<file path="src/rtl/wb_sram_pkg.sv">
// rtl/wb_sram_pkg.sv - shared types and constants for the SRAM Wishbone arbiter
//
// Contents:
//   arb_state_e          arbiter FSM state encoding (IDLE, BUSY, ERR)
//   TIMEOUT_CYC_DEFAULT  default number of unacknowledged cycles before an error termination
package wb_sram_pkg;

  typedef enum logic [1:0] {
    ST_IDLE = 2'd0,
    ST_BUSY = 2'd1,
    ST_ERR  = 2'd2
  } arb_state_e;

  localparam int unsigned TIMEOUT_CYC_DEFAULT = 16;

endpackage : wb_sram_pkg

</file>
<file path="src/rtl/wb_sram_arbiter.sv">
// rtl/wb_sram_arbiter.sv - two-master round-robin Wishbone arbiter in front of one SRAM slave
//
// Ports:
//   wb_clk_i, wb_rst_i         sole clock; asynchronous active-high reset
//   m0_cyc_i .. m0_adr_i       master 0 (Caravel) request: cyc, stb, we, sel, write data, address
//   m0_ack_o, m0_err_o, m0_dat_o  master 0 termination and read data
//   m1_*                       same set for master 1 (on-chip user logic)
//   s_cyc_o .. s_adr_o         request forwarded to the SRAM wrapper
//   s_ack_i, s_dat_i           SRAM wrapper acknowledge and read data
//   grant_o                    one-hot owner (bit0 = m0, bit1 = m1), 2'b00 when idle
module wb_sram_arbiter
  import wb_sram_pkg::*;
#(
  parameter int unsigned TIMEOUT_CYC = TIMEOUT_CYC_DEFAULT
) (
  input  logic        wb_clk_i,
  input  logic        wb_rst_i,

  input  logic        m0_cyc_i,
  input  logic        m0_stb_i,
  input  logic        m0_we_i,
  input  logic [3:0]  m0_sel_i,
  input  logic [31:0] m0_dat_i,
  input  logic [31:0] m0_adr_i,
  output logic        m0_ack_o,
  output logic        m0_err_o,
  output logic [31:0] m0_dat_o,

  input  logic        m1_cyc_i,
  input  logic        m1_stb_i,
  input  logic        m1_we_i,
  input  logic [3:0]  m1_sel_i,
  input  logic [31:0] m1_dat_i,
  input  logic [31:0] m1_adr_i,
  output logic        m1_ack_o,
  output logic        m1_err_o,
  output logic [31:0] m1_dat_o,

  output logic        s_cyc_o,
  output logic        s_stb_o,
  output logic        s_we_o,
  output logic [3:0]  s_sel_o,
  output logic [31:0] s_dat_o,
  output logic [31:0] s_adr_o,
  input  logic        s_ack_i,
  input  logic [31:0] s_dat_i,

  output logic [1:0]  grant_o
);

  localparam logic [7:0] TIMEOUT_LAST = 8'(TIMEOUT_CYC - 1);

  arb_state_e state_q, state_d;
  logic       owner_q, owner_d;  // 0 = m0, 1 = m1
  logic       prio_q,  prio_d;   // master that wins a tie; flips to the other one on release
  logic [7:0] cnt_q,   cnt_d;

  logic req0, req1;
  logic own_cyc, own_stb;

  assign req0    = m0_cyc_i & m0_stb_i;
  assign req1    = m1_cyc_i & m1_stb_i;
  assign own_cyc = owner_q ? m1_cyc_i : m0_cyc_i;
  assign own_stb = owner_q ? m1_stb_i : m0_stb_i;

  always_ff @(posedge wb_clk_i or posedge wb_rst_i) begin
    if (wb_rst_i) begin
      state_q <= ST_IDLE;
      owner_q <= 1'b0;
      prio_q  <= 1'b0;
      cnt_q   <= 8'd0;
    end else begin
      state_q <= state_d;
      owner_q <= owner_d;
      prio_q  <= prio_d;
      cnt_q   <= cnt_d;
    end
  end

  always_comb begin
    state_d = state_q;
    owner_d = owner_q;
    prio_d  = prio_q;
    cnt_d   = cnt_q;
    case (state_q)
      ST_IDLE: begin
        if (req0 | req1) begin
          state_d = ST_BUSY;
          owner_d = (req0 & req1) ? prio_q : req1;
          cnt_d   = 8'd0;
        end
      end
      ST_BUSY: begin
        // Releasing the bus takes priority; a master holding cyc keeps the grant
        // across beats so block transfers are never split.
        if (!own_cyc) begin
          state_d = ST_IDLE;
          prio_d  = ~owner_q;
        end else if (s_ack_i) begin
          cnt_d = 8'd0;
        end else if (own_stb) begin
          if (cnt_q == TIMEOUT_LAST) begin
            state_d = ST_ERR;
          end else begin
            cnt_d = cnt_q + 8'd1;
          end
        end
      end
      ST_ERR: begin
        state_d = ST_IDLE;
        prio_d  = ~owner_q;
      end
      default: begin
        state_d = ST_IDLE;
      end
    endcase
  end

  // Slave-side request and master-side terminations are purely combinational
  // so the arbiter adds no latency to an SRAM access.
  always_comb begin
    s_cyc_o  = 1'b0;
    s_stb_o  = 1'b0;
    s_we_o   = 1'b0;
    s_sel_o  = 4'h0;
    s_dat_o  = 32'h0;
    s_adr_o  = 32'h0;
    m0_ack_o = 1'b0;
    m0_err_o = 1'b0;
    m0_dat_o = 32'h0;
    m1_ack_o = 1'b0;
    m1_err_o = 1'b0;
    m1_dat_o = 32'h0;
    grant_o  = 2'b00;

    if (state_q == ST_BUSY) begin
      s_cyc_o = own_cyc;
      s_stb_o = own_stb;
      s_we_o  = owner_q ? m1_we_i  : m0_we_i;
      s_sel_o = owner_q ? m1_sel_i : m0_sel_i;
      s_dat_o = owner_q ? m1_dat_i : m0_dat_i;
      s_adr_o = owner_q ? m1_adr_i : m0_adr_i;
      if (owner_q) begin
        m1_ack_o = s_ack_i;
        m1_dat_o = s_dat_i;
      end else begin
        m0_ack_o = s_ack_i;
        m0_dat_o = s_dat_i;
      end
    end

    if (state_q == ST_ERR) begin
      if (owner_q) begin
        m1_err_o = 1'b1;
      end else begin
        m0_err_o = 1'b1;
      end
    end

    if (state_q != ST_IDLE) begin
      grant_o = owner_q ? 2'b10 : 2'b01;
    end
  end

endmodule : wb_sram_arbiter

</file>
<file path="config.mk">
export PLATFORM = sky130hd
export DESIGN_NAME = wb_sram_arbiter
export DESIGN_NICKNAME = d
export VERILOG_FILES = /design/src/rtl/wb_sram_pkg.sv /design/src/rtl/wb_sram_arbiter.sv
export SDC_FILE = /design/constraint.sdc
export NUM_CORES = 1
export LEC_CHECK = 0
export BUFFER_PORTS_ARGS = -buffer_cell sky130_fd_sc_hd__buf_2
export CORE_AREA = 2 2 123 125
export DETAILED_ROUTE_END_ITERATION = 7
export DIE_AREA = 0 0 125 127
export HOLD_SLACK_MARGIN = 0.03
export SLEW_MARGIN = 10
export SYNTH_ARGS = -nofsm -noshare
export SYNTH_HDL_FRONTEND = slang
export SYNTH_SLANG_ARGS = --single-unit
</file>
<file path="constraint.sdc">
create_clock -name wb_clk_i -period 4.95 [get_ports wb_clk_i]
set_clock_uncertainty 0.15 [all_clocks]
set_input_delay 0.99 -clock wb_clk_i [delete_from_list [all_inputs] [get_ports wb_clk_i]]
set_output_delay 0.99 -clock wb_clk_i [all_outputs]
set_load 0.005 [all_outputs]
</file>
==> flow_summary_export.csv, run 1 <==
group,metric,value,unit
sta,finalCriticalPeriod,3.842,ns
drt,vias,3234,
setup_path,crit_buf_inv,3,
flow_run,cap_violations,0,
clock_tree,cts_hold_buf,0,
floorplan,rows,44,
yosys,synth_top_family_by_area,"compound AO/OA/AOI/OAI gates",
power_and_ir_drop,power_density,414.5,mW/mm2
global_routing,grt_pass1_vias,2868,
yosys,synthAdderAreaFrac,0.6481,%
global_routing,grt_pass1_wl,17970,um
drt,viasPerCell,4.436,
global_routing,grt.total_usage,14.43,%
finish,post-route-util,26.08,%
global_routing,grt-busiest-layer,"met2",
clock_tree,cts_tree,"built",
setup_path,crit_top_cell,"buf_4",
setup_path,cp_max_fo,38,
drt,drc,0,
yosys,ys_seq_elements,12,
sta,setup_tns,0,ns
finish,syn_to_final_growth,94.82,%
min_path,hold_path_class,"reg -> reg",
sta,rsz0062_at_grt,"no",
clock_tree,clkTransAtPathRegs,0.05,ns
yosys,synth-simple-area-share,33.25,%
finish,layout_commonest_cell,"buf_2",
floorplan,die_area,0.01588,mm2
drt,wirelength,12990,um
setup_path,cpLargestDelayFamily,"buffers and inverters",
global_routing,antenna_found_initial,2,
yosys,syn_avg_cell_area,7.722,um2
floorplan,core,0.01442,mm2
yosys,yosysTopAreaCellShare,31.76,%
yosys,ys_warn_count,0,
floorplan,ios,318,
global_routing,gr-total-overflow,0,
sta,worstMarginPinSlew,0.8466,ns
finish,drive_gt1_share,61.65,%
finish,antenna_cells,0,
yosys,synthMuxAreaShare,1.167,%
status,status,"finished clean",
global_routing,met1_usage,19.96,%
drt,drt_first_pass_iters,4,
floorplan,die_w,125,um
clock_tree,cts_resized,0,
sta,hold_viol,0,
yosys,synth_seq_area_share,15.55,%
global_routing,use_met2,22.86,%
sta,relSlewSlack,43.43,%
finish,regArea,300.3,um2
setup_path,r2r_slack,2.94,ns
yosys,netlist-cell-type-count,35,
yosys,syn-cell-area,0.001931,mm2
global_routing,gr-usage-met3,3.685,%
finish,nets,724,
setup_path,max_stage_delay,0.61,ns
yosys,synth_area_leaders,"a22o_1 (32%), dfrtp_1 (16%), and2_1 (11%), and3_1 (11%), buf_2 (3.4%)",
clock_tree,cts_sinks,12,
clock_tree,cts-buffers-inserted,3,
clock_tree,clock_latency,0.24,ns
sta,max_freq,260.3,MHz
finish,num-fill-cells,1620,
floorplan,start_util,13.38,%
clock_tree,postCtsSetupRepairBufs,0,
setup_path,crit_path_end_kind,"primary output",
sta,finalCritPeriodShare,77.61,%
drt,antenna_left,0,
clock_tree,clockRootBuffer,"clkbuf_16",
sta,setup_viol,0,
placed_design,dp_hpwl,10760,um
setup_path,critPathRequiredTime,3.81,ns
floorplan,die_h,127,um
global_routing,grt_max_degree,60,
setup_path,crit_chain,"nor2b_2 -> buf_4 -> and2_2 -> buf_4 -> a22o_1 -> buf_2",
sta,finalMaxSlewViolations,0,
setup_path,path_class,"reg -> out",
drt,wire_per_inst,17.81,um
finish,multi_input_area,0.001501,mm2
yosys,syn_nets,428,
power_and_ir_drop,vdd_ir_drop_max,0.2268,mV
setup_path,start_kind,"flip-flop",
power_and_ir_drop,power.leakage,2.359,nW
yosys,netlist_instances,250,
setup_path,cp.arrival,2.70,ns
clock_tree,max-clock-path-buffers,2,
placed_design,gp_congestion,0.8393,
clock_tree,htreeDepth,1,
yosys,synth-xor-area-share,0,%
setup_path,worst_path_max_delay_cell,"and2_2",
finish,final_cell_mix,"buf_2 (317), a22o_1 (70), and3_1 (35), and2_1 (34), dfrtp_1 (12)",
yosys,yosys.area.top_type,"a22o_1",
yosys,synth_compound_area_share,42.13,%
placed_design,io_buffers,317,
drt,drt_iter0_drc,179,
-- where the power goes --
| group | internal [mW] | leakage, nW | switching (mW) |
|---|---|---|---|
| Sequential | 0.112 | 0.162 | 0.0317 |
| Combinational | 0.587 | 2.15 | 0.662 |
| Clock | 0.122 | 0.0442 | 0.0449 |
-- layer usage --
layer | wire (um) | share of wire [%]
met1 | 5425 | 42
met2 | 6130 | 47
met3 | 1168 | 9.0
met4 | 233 | 1.8
met5 | 27 | 0.21
-- state kept, by name, indices dropped and copies added, names as in the netlist --
register  count
cnt_q         8
state_q       2
owner_q       1
prio_q        1
-- logic make-up after synthesis --
family,count (synthesis)
adder cells (fa/ha/maj),1
AO/OA/AOI/OAI,96
buffers and inverters,33
flip-flops,12
AND/OR/NAND/NOR,106
multiplexers,2
-- cell usage after synthesis, drive strengths merged --
| library cell | number |
|---|---|
| a21bo | 1 |
| a21o | 3 |
| a21oi | 2 |
| a22o | 70 |
| a22oi | 1 |
| and2 | 35 |
| and3 | 35 |
| and3b | 1 |
| buf | 13 |
| clkbuf | 17 |
| dfrtp | 12 |
| ha | 1 |
| inv | 3 |
| mux2 | 2 |
| nand2 | 9 |
| nand2b | 1 |
| nand3 | 5 |
| nor2 | 4 |
| nor2b | 3 |
| nor3 | 7 |
| nor3b | 2 |
| nor4 | 1 |
| nor4b | 1 |
| o2111ai | 1 |
| o211ai | 1 |
| o21a | 1 |
| o21ai | 8 |
| o22a | 5 |
| o31ai | 2 |
| o41ai | 1 |
| or3b | 1 |
| or4 | 1 |
-- worst paths after layout --
| check | endpoint | cells past startpoint | startpoint |
|---|---|---|---|
| worst max register to register | cnt_q[7] | 5 | state_q[0] |
| worst max-delay path | s_sel_o[0] | 6 | state_q[0] |
| max in group asynchronous | cnt_q[4] | 2 | wb_rst_i |
| worst min-delay path | cnt_q[1] | 1 | cnt_q[1] |
| min in group asynchronous | cnt_q[6] | 2 | wb_rst_i |
| worst min register to register | cnt_q[1] | 1 | cnt_q[1] |
-- per-stage QoR --
stage | cells | hold WS, ns | area [um2] | setup slack [ns] | total power, mW
floorplan | 250 | 0.3413 | 1931 | 2.353 | 0.8010
global placement | 725 | 0.3602 | 3672 | 1.454 | 1.396
detailed placement | 725 | 0.3681 | 3672 | 1.416 | 1.393
CTS | 729 | 0.3783 | 3761 | 1.149 | 1.573
global route | 729 | 0.4060 | 3761 | 0.9004 | 1.685
finish | 729 | 0.3767 | 3761 | 1.108 | 1.559
-- cell type report --
cell class | count | share of cell area (%)
Clock buffer | 4 | 2.362
Inverter | 3 | 0.2994
Multi-Input combinational cell | 205 | 39.92
Sequential cell | 12 | 7.984
Tap cell | 184 | 6.121
Timing Repair Buffer | 321 | 43.31
Power figures use the tool's default switching activity.
==> run 2, diff against run 1 <==
==> constraint.sdc (replaced) <==
create_clock -name wb_clk_i -period 3.8 [get_ports wb_clk_i]
set_clock_uncertainty 0.15 [all_clocks]
set_input_delay 0.76 -clock wb_clk_i [delete_from_list [all_inputs] [get_ports wb_clk_i]]
set_output_delay 0.76 -clock wb_clk_i [all_outputs]
set_load 0.005 [all_outputs]
==> run 2 against run 1 <==
  * Clock-buffer cell count did not move
  * Register-to-register slack got worse by 1.4 ns
  * Flip-flop and latch count stayed put
  * Final cell count rose by 0.14%
  * Via count rose by 0.37%
  * Sequential power up 26%
  * Worst setup slack lost 0.22 ns
  * Critical endpoint is now s_dat_o[15]
  * Highest routed layer unchanged
==> flow_summary_export.csv, run 2 (synthesis results as in run 1) <==
group,metric,value,unit
min_path,hold_path_class,"in -> async",
clock_tree,cts_resized,0,
finish,fin_area,0.003769,mm2
global_routing,grt.total_usage,14.51,%
sta,setup_tns,0,ns
power_and_ir_drop,p_seq_share,8.9,%
placed_design,gp_congestion,0.8460,
setup_path,r2r_slack,1.54,ns
clock_tree,cts_hold_buf,0,
finish,layout_commonest_cell,"buf_2",
drt,wire_per_inst,17.66,um
setup_path,start_kind,"flip-flop",
finish,post-route-util,26.13,%
power_and_ir_drop,power_density,541.1,mW/mm2
power_and_ir_drop,p_total,2.039,mW
flow_run,cap_violations,0,
placed_design,placed_area,0.003680,mm2
placed_design,place_inst,726,
drt,antenna_left,0,
sta,finalMaxSlewViolations,0,
clock_tree,clkTransAtPathRegs,0.04,ns
finish,top_regs,"cnt_q (8), state_q (2)",
sta,setup_viol,0,
clock_tree,clockRootBuffer,"clkbuf_16",
clock_tree,postCtsSetupRepairBufs,0,
finish,final_cells,730,
drt,drc,0,
setup_path,critPathRequiredTime,2.89,ns
drt,drt_first_pass_iters,4,
clock_tree,cts-buffers-inserted,3,
floorplan,ios,318,
clock_tree,htreeDepth,1,
finish,antenna_cells,0,
placed_design,dp_hpwl,10660,um
sta,rsz0062_at_grt,"no",
sta,setup_ws,0.8869,ns
floorplan,die_area,0.01588,mm2
sta,max_freq,343.3,MHz
finish,syn_to_final_growth,95.20,%
power_and_ir_drop,p_comb_share,80.5,%
finish,largest_register_ffs,8,
power_and_ir_drop,power.leakage,2.364,nW
power_and_ir_drop,p_int,1.075,mW
global_routing,grt_max_degree,70,
setup_path,cp_max_fo,57,
floorplan,rows,44,
finish,regMostFlops,"cnt_q",
global_routing,grt_pass1_vias,3023,
sta,finalCritPeriodShare,76.66,%
drt,vias,3246,
finish,final_cell_mix,"buf_2 (317), a22o_1 (70), and3_1 (35), and2_1 (34), dfrtp_1 (12)",
placed_design,io_buffers,317,
clock_tree,cts_tree,"built",
power_and_ir_drop,p_clk_share,10.6,%
placed_design,place_ws,1.170,ns
global_routing,grt_pass1_wl,18440,um
global_routing,antenna_found_initial,3,
sta,worstMarginPinSlew,0.5703,ns
floorplan,die_h,127,um
finish,drive_gt1_share,61.72,%
sta,relSlewSlack,61.98,%
power_and_ir_drop,switchingPower,0.9641,mW
status,status,"finished clean",
finish,nets,725,
global_routing,gr-total-overflow,0,
power_and_ir_drop,switching_share,47.28,%
floorplan,die_w,125,um
floorplan,core,0.01442,mm2
power_and_ir_drop,vdd_ir_drop_max,0.2660,mV
floorplan,start_util,13.38,%
sta,fin_hold_ws,0.3787,ns
drt,viasPerCell,4.447,
sta,finalCriticalPeriod,2.913,ns
clock_tree,cts_sinks,12,
drt,drt_iter0_drc,168,
setup_path,path_class,"reg -> out",
clock_tree,max-clock-path-buffers,2,
drt,wirelength,12890,um
setup_path,crit_path_end_kind,"primary output",
sta,hold_viol,0,
clock_tree,clock_latency,0.24,ns
setup_path,cp.arrival,2.00,ns
## run 2: cell count changes in the layout (fill, tap and decap cells not counted)
cell,change
buf_4,+1
## run 2: power by group through the flow
stage,sequential [mW],combinational [mW],clock (mW)
final,0.182,1.64,0.216
after global routing,0.187,1.79,0.228
after CTS,0.182,1.66,0.219
after detailed placement,0.183,1.64,0
after global placement,0.181,1.65,0
after floorplan,0.156,0.888,0
## run 2: area by class of cell
cell class | instances | area [um2]
fillers | 1597 | 10660
repair buffers | 322 | 1637
inverters | 3 | 11.26
clock buffers | 4 | 88.84
multi-input cells | 205 | 1501
flip-flops and latches | 12 | 300.3
well taps | 184 | 230.2
## run 2: per-layer routing
metal  track usage [%]  wire, um  up-vias
li1                  -         -     1555
met1             19.22      5177     1488
met2             24.62      6248      182
met3             2.931      1213       17
met4             2.941       221        4
met5                 0        31        -
## run 2: critical path: stages, from the launching register on
cell	delay [ns]
dfrtp_1	0.49
nand2b_1	0.25
nor2_4	0.10
buf_4	0.47
a22o_1	0.28
buf_2	0.14
## run 2: final timing paths
kind	endpoint	from	cells after the start
max in group asynchronous	cnt_q[4]	wb_rst_i	2
min	cnt_q[6]	wb_rst_i	2
max reg2reg	cnt_q[1]	owner_q	5
min reg2reg	cnt_q[1]	cnt_q[1]	1
max	s_dat_o[15]	state_q[1]	5
min in group wb_clk_i	cnt_q[1]	cnt_q[1]	1
==> run 3, diff against run 2 <==
==> constraint.sdc (replaced) <==
create_clock -name wb_clk_i -period 2.75 [get_ports wb_clk_i]
set_clock_uncertainty 0.15 [all_clocks]
set_input_delay 0.55 -clock wb_clk_i [delete_from_list [all_inputs] [get_ports wb_clk_i]]
set_output_delay 0.55 -clock wb_clk_i [all_outputs]
set_load 0.005 [all_outputs]
==> run 3 against run 2 <==
  * Clock power up 39%
  * Largest power group unchanged
  * Final cell count up 0.27%
  * Via count grew 1.5%
  * Critical path depth stayed put
  * Largest cell class unchanged
  * Clock-buffer cell count did not move
  * Global-route usage rose by 0.26 points
  * First-iteration DRC count up 11%
  * Non-clock buffer count up 1
  * Routed wire length is 2.8% higher
  * Flip-flop and latch count did not move
  * Worst setup slack got worse by 0.68 ns
==> flow_summary_export.csv, run 3 (synthesis results as in run 1) <==
group,metric,value,unit
clock_tree,cts-buffers-inserted,3,
global_routing,antenna_found_initial,3,
sta,setup_viol,0,
setup_path,cp_max_fo,78,
setup_path,path_class,"reg -> out",
finish,top_regs,"cnt_q (8), state_q (2)",
sta,setup_ws,0.2068,ns
sta,finalCritPeriodShare,92.48,%
finish,layout_commonest_cell,"buf_2",
finish,final_cells,732,
sta,hold_viol,0,
min_path,hold_path_class,"in -> async",
placed_design,place_inst,727,
drt,drt_iter0_drc,186,
sta,finalMaxSlewViolations,0,
sta,setup_tns,0,ns
sta,finalCriticalPeriod,2.543,ns
placed_design,io_buffers,317,
global_routing,grt.total_usage,14.77,%
global_routing,gr-usage-met3,3.308,%
finish,post-route-util,26.28,%
global_routing,gr-total-overflow,0,
status,status,"finished clean",
floorplan,die_w,125,um
clock_tree,clockRootBuffer,"clkbuf_16",
floorplan,rows,44,
finish,nets,726,
floorplan,start_util,13.38,%
placed_design,place_ws,0.1922,ns
global_routing,grt_pass1_vias,2769,
clock_tree,cts_hold_buf,0,
clock_tree,clkTransAtPathRegs,0.04,ns
finish,largest_register_ffs,8,
finish,syn_to_final_growth,96.37,%
floorplan,die_area,0.01588,mm2
setup_path,critPathRequiredTime,2.05,ns
setup_path,crit_path_end_kind,"primary output",
drt,viasPerCell,4.501,
flow_run,cap_violations,0,
finish,drive_gt1_share,61.79,%
power_and_ir_drop,power_density,746.8,mW/mm2
floorplan,ios,318,
setup_path,start_kind,"flip-flop",
drt,wirelength,13250,um
clock_tree,htreeDepth,1,
global_routing,grt_max_degree,79,
global_routing,met1_usage,19.07,%
floorplan,core,0.01442,mm2
clock_tree,cts_tree,"built",
drt,wire_per_inst,18.10,um
power_and_ir_drop,p_total,2.831,mW
finish,final_cell_mix,"buf_2 (317), a22o_1 (70), and3_1 (35), and2_1 (34), dfrtp_1 (12)",
setup_path,cp.arrival,1.84,ns
clock_tree,cts_sinks,12,
finish,regMostFlops,"cnt_q",
power_and_ir_drop,power.leakage,2.372,nW
global_routing,grt_pass1_wl,18080,um
global_routing,use_met2,24.14,%
power_and_ir_drop,vdd_ir_drop_max,0.5874,mV
placed_design,dp_hpwl,11200,um
floorplan,die_h,127,um
clock_tree,clock_latency,0.24,ns
drt,antenna_left,0,
sta,worstMarginPinSlew,0.4712,ns
drt,vias,3295,
sta,rsz0062_at_grt,"no",
clock_tree,max-clock-path-buffers,2,
sta,max_freq,393.2,MHz
drt,drt_first_pass_iters,5,
drt,drc,0,
global_routing,grt-busiest-layer,"met2",
placed_design,gp_congestion,0.8573,
sta,relSlewSlack,68.55,%
clock_tree,postCtsSetupRepairBufs,0,
==> run 3: power breakdown <==
group | switching [mW] | leakage, nW | internal (mW)
clock network | 0.0807 | 0.0442 | 0.220
registers | 0.0324 | 0.162 | 0.202
logic | 1.21 | 2.17 | 1.09
total | 1.32 | 2.37 | 1.51
==> run 3: layout make-up <==
| cell class | instances | area (um2) |
|---|---|---|
| Antenna cell | 1 | 2.502 |
| Timing Repair Buffer | 323 | 1657 |
| Sequential cell | 12 | 300.3 |
| Tap cell | 184 | 230.2 |
| Inverter | 3 | 11.26 |
| Fill cell | 1599 | 10630 |
| Multi-Input combinational cell | 205 | 1501 |
| Clock buffer | 4 | 88.84 |
==> run 3: final timing paths <==
path | from | endpoint | slack (ns) | cells after the start
max | state_q[1] | s_adr_o[7] | 0.21 | 5
min | wb_rst_i | cnt_q[6] | 0.16 | 2
max reg2reg | state_q[0] | cnt_q[7] | 0.71 | 5
min reg2reg | cnt_q[1] | cnt_q[1] | 0.39 | 1
max in group asynchronous | wb_rst_i | cnt_q[4] | 1.97 | 2
min in group wb_clk_i | cnt_q[1] | cnt_q[1] | 0.39 | 1
==> run 3: worst max-delay path: stages (launching register included) <==
cell	delay, ns
dfrtp_1	0.50
nand2b_1	0.25
nor2_4	0.14
buf_12	0.28
a22o_1	0.23
buf_2	0.15
==> run 3: what timing repair did <==
action | 4_1_cts | 5_1_grt
pin swaps | 0 | 0
endpoints found under the setup margin | 6 | 17
gates resized for setup | 1 | 3
==> run 3: metrics by stage <==
step / hold WS [ns] / cell area, um2
6_report: 0.1630 / 3791
5_1_grt: 0.2065 / 3791
4_1_cts: 0.1832 / 3780
3_5_place_dp: 0.3819 / 3687
3_3_place_gp: 0.3657 / 3687
2_1_floorplan: 0.2647 / 1931
==> run 3: layer usage <==
layer / wire, um / part of all wire [%] / up-vias
li1: - / - / 1559
met1: 5203 / 39 / 1515
met2: 6410 / 48 / 191
met3: 1124 / 8.5 / 26
met4: 485 / 3.7 / 4
met5: 27 / 0.20 / -
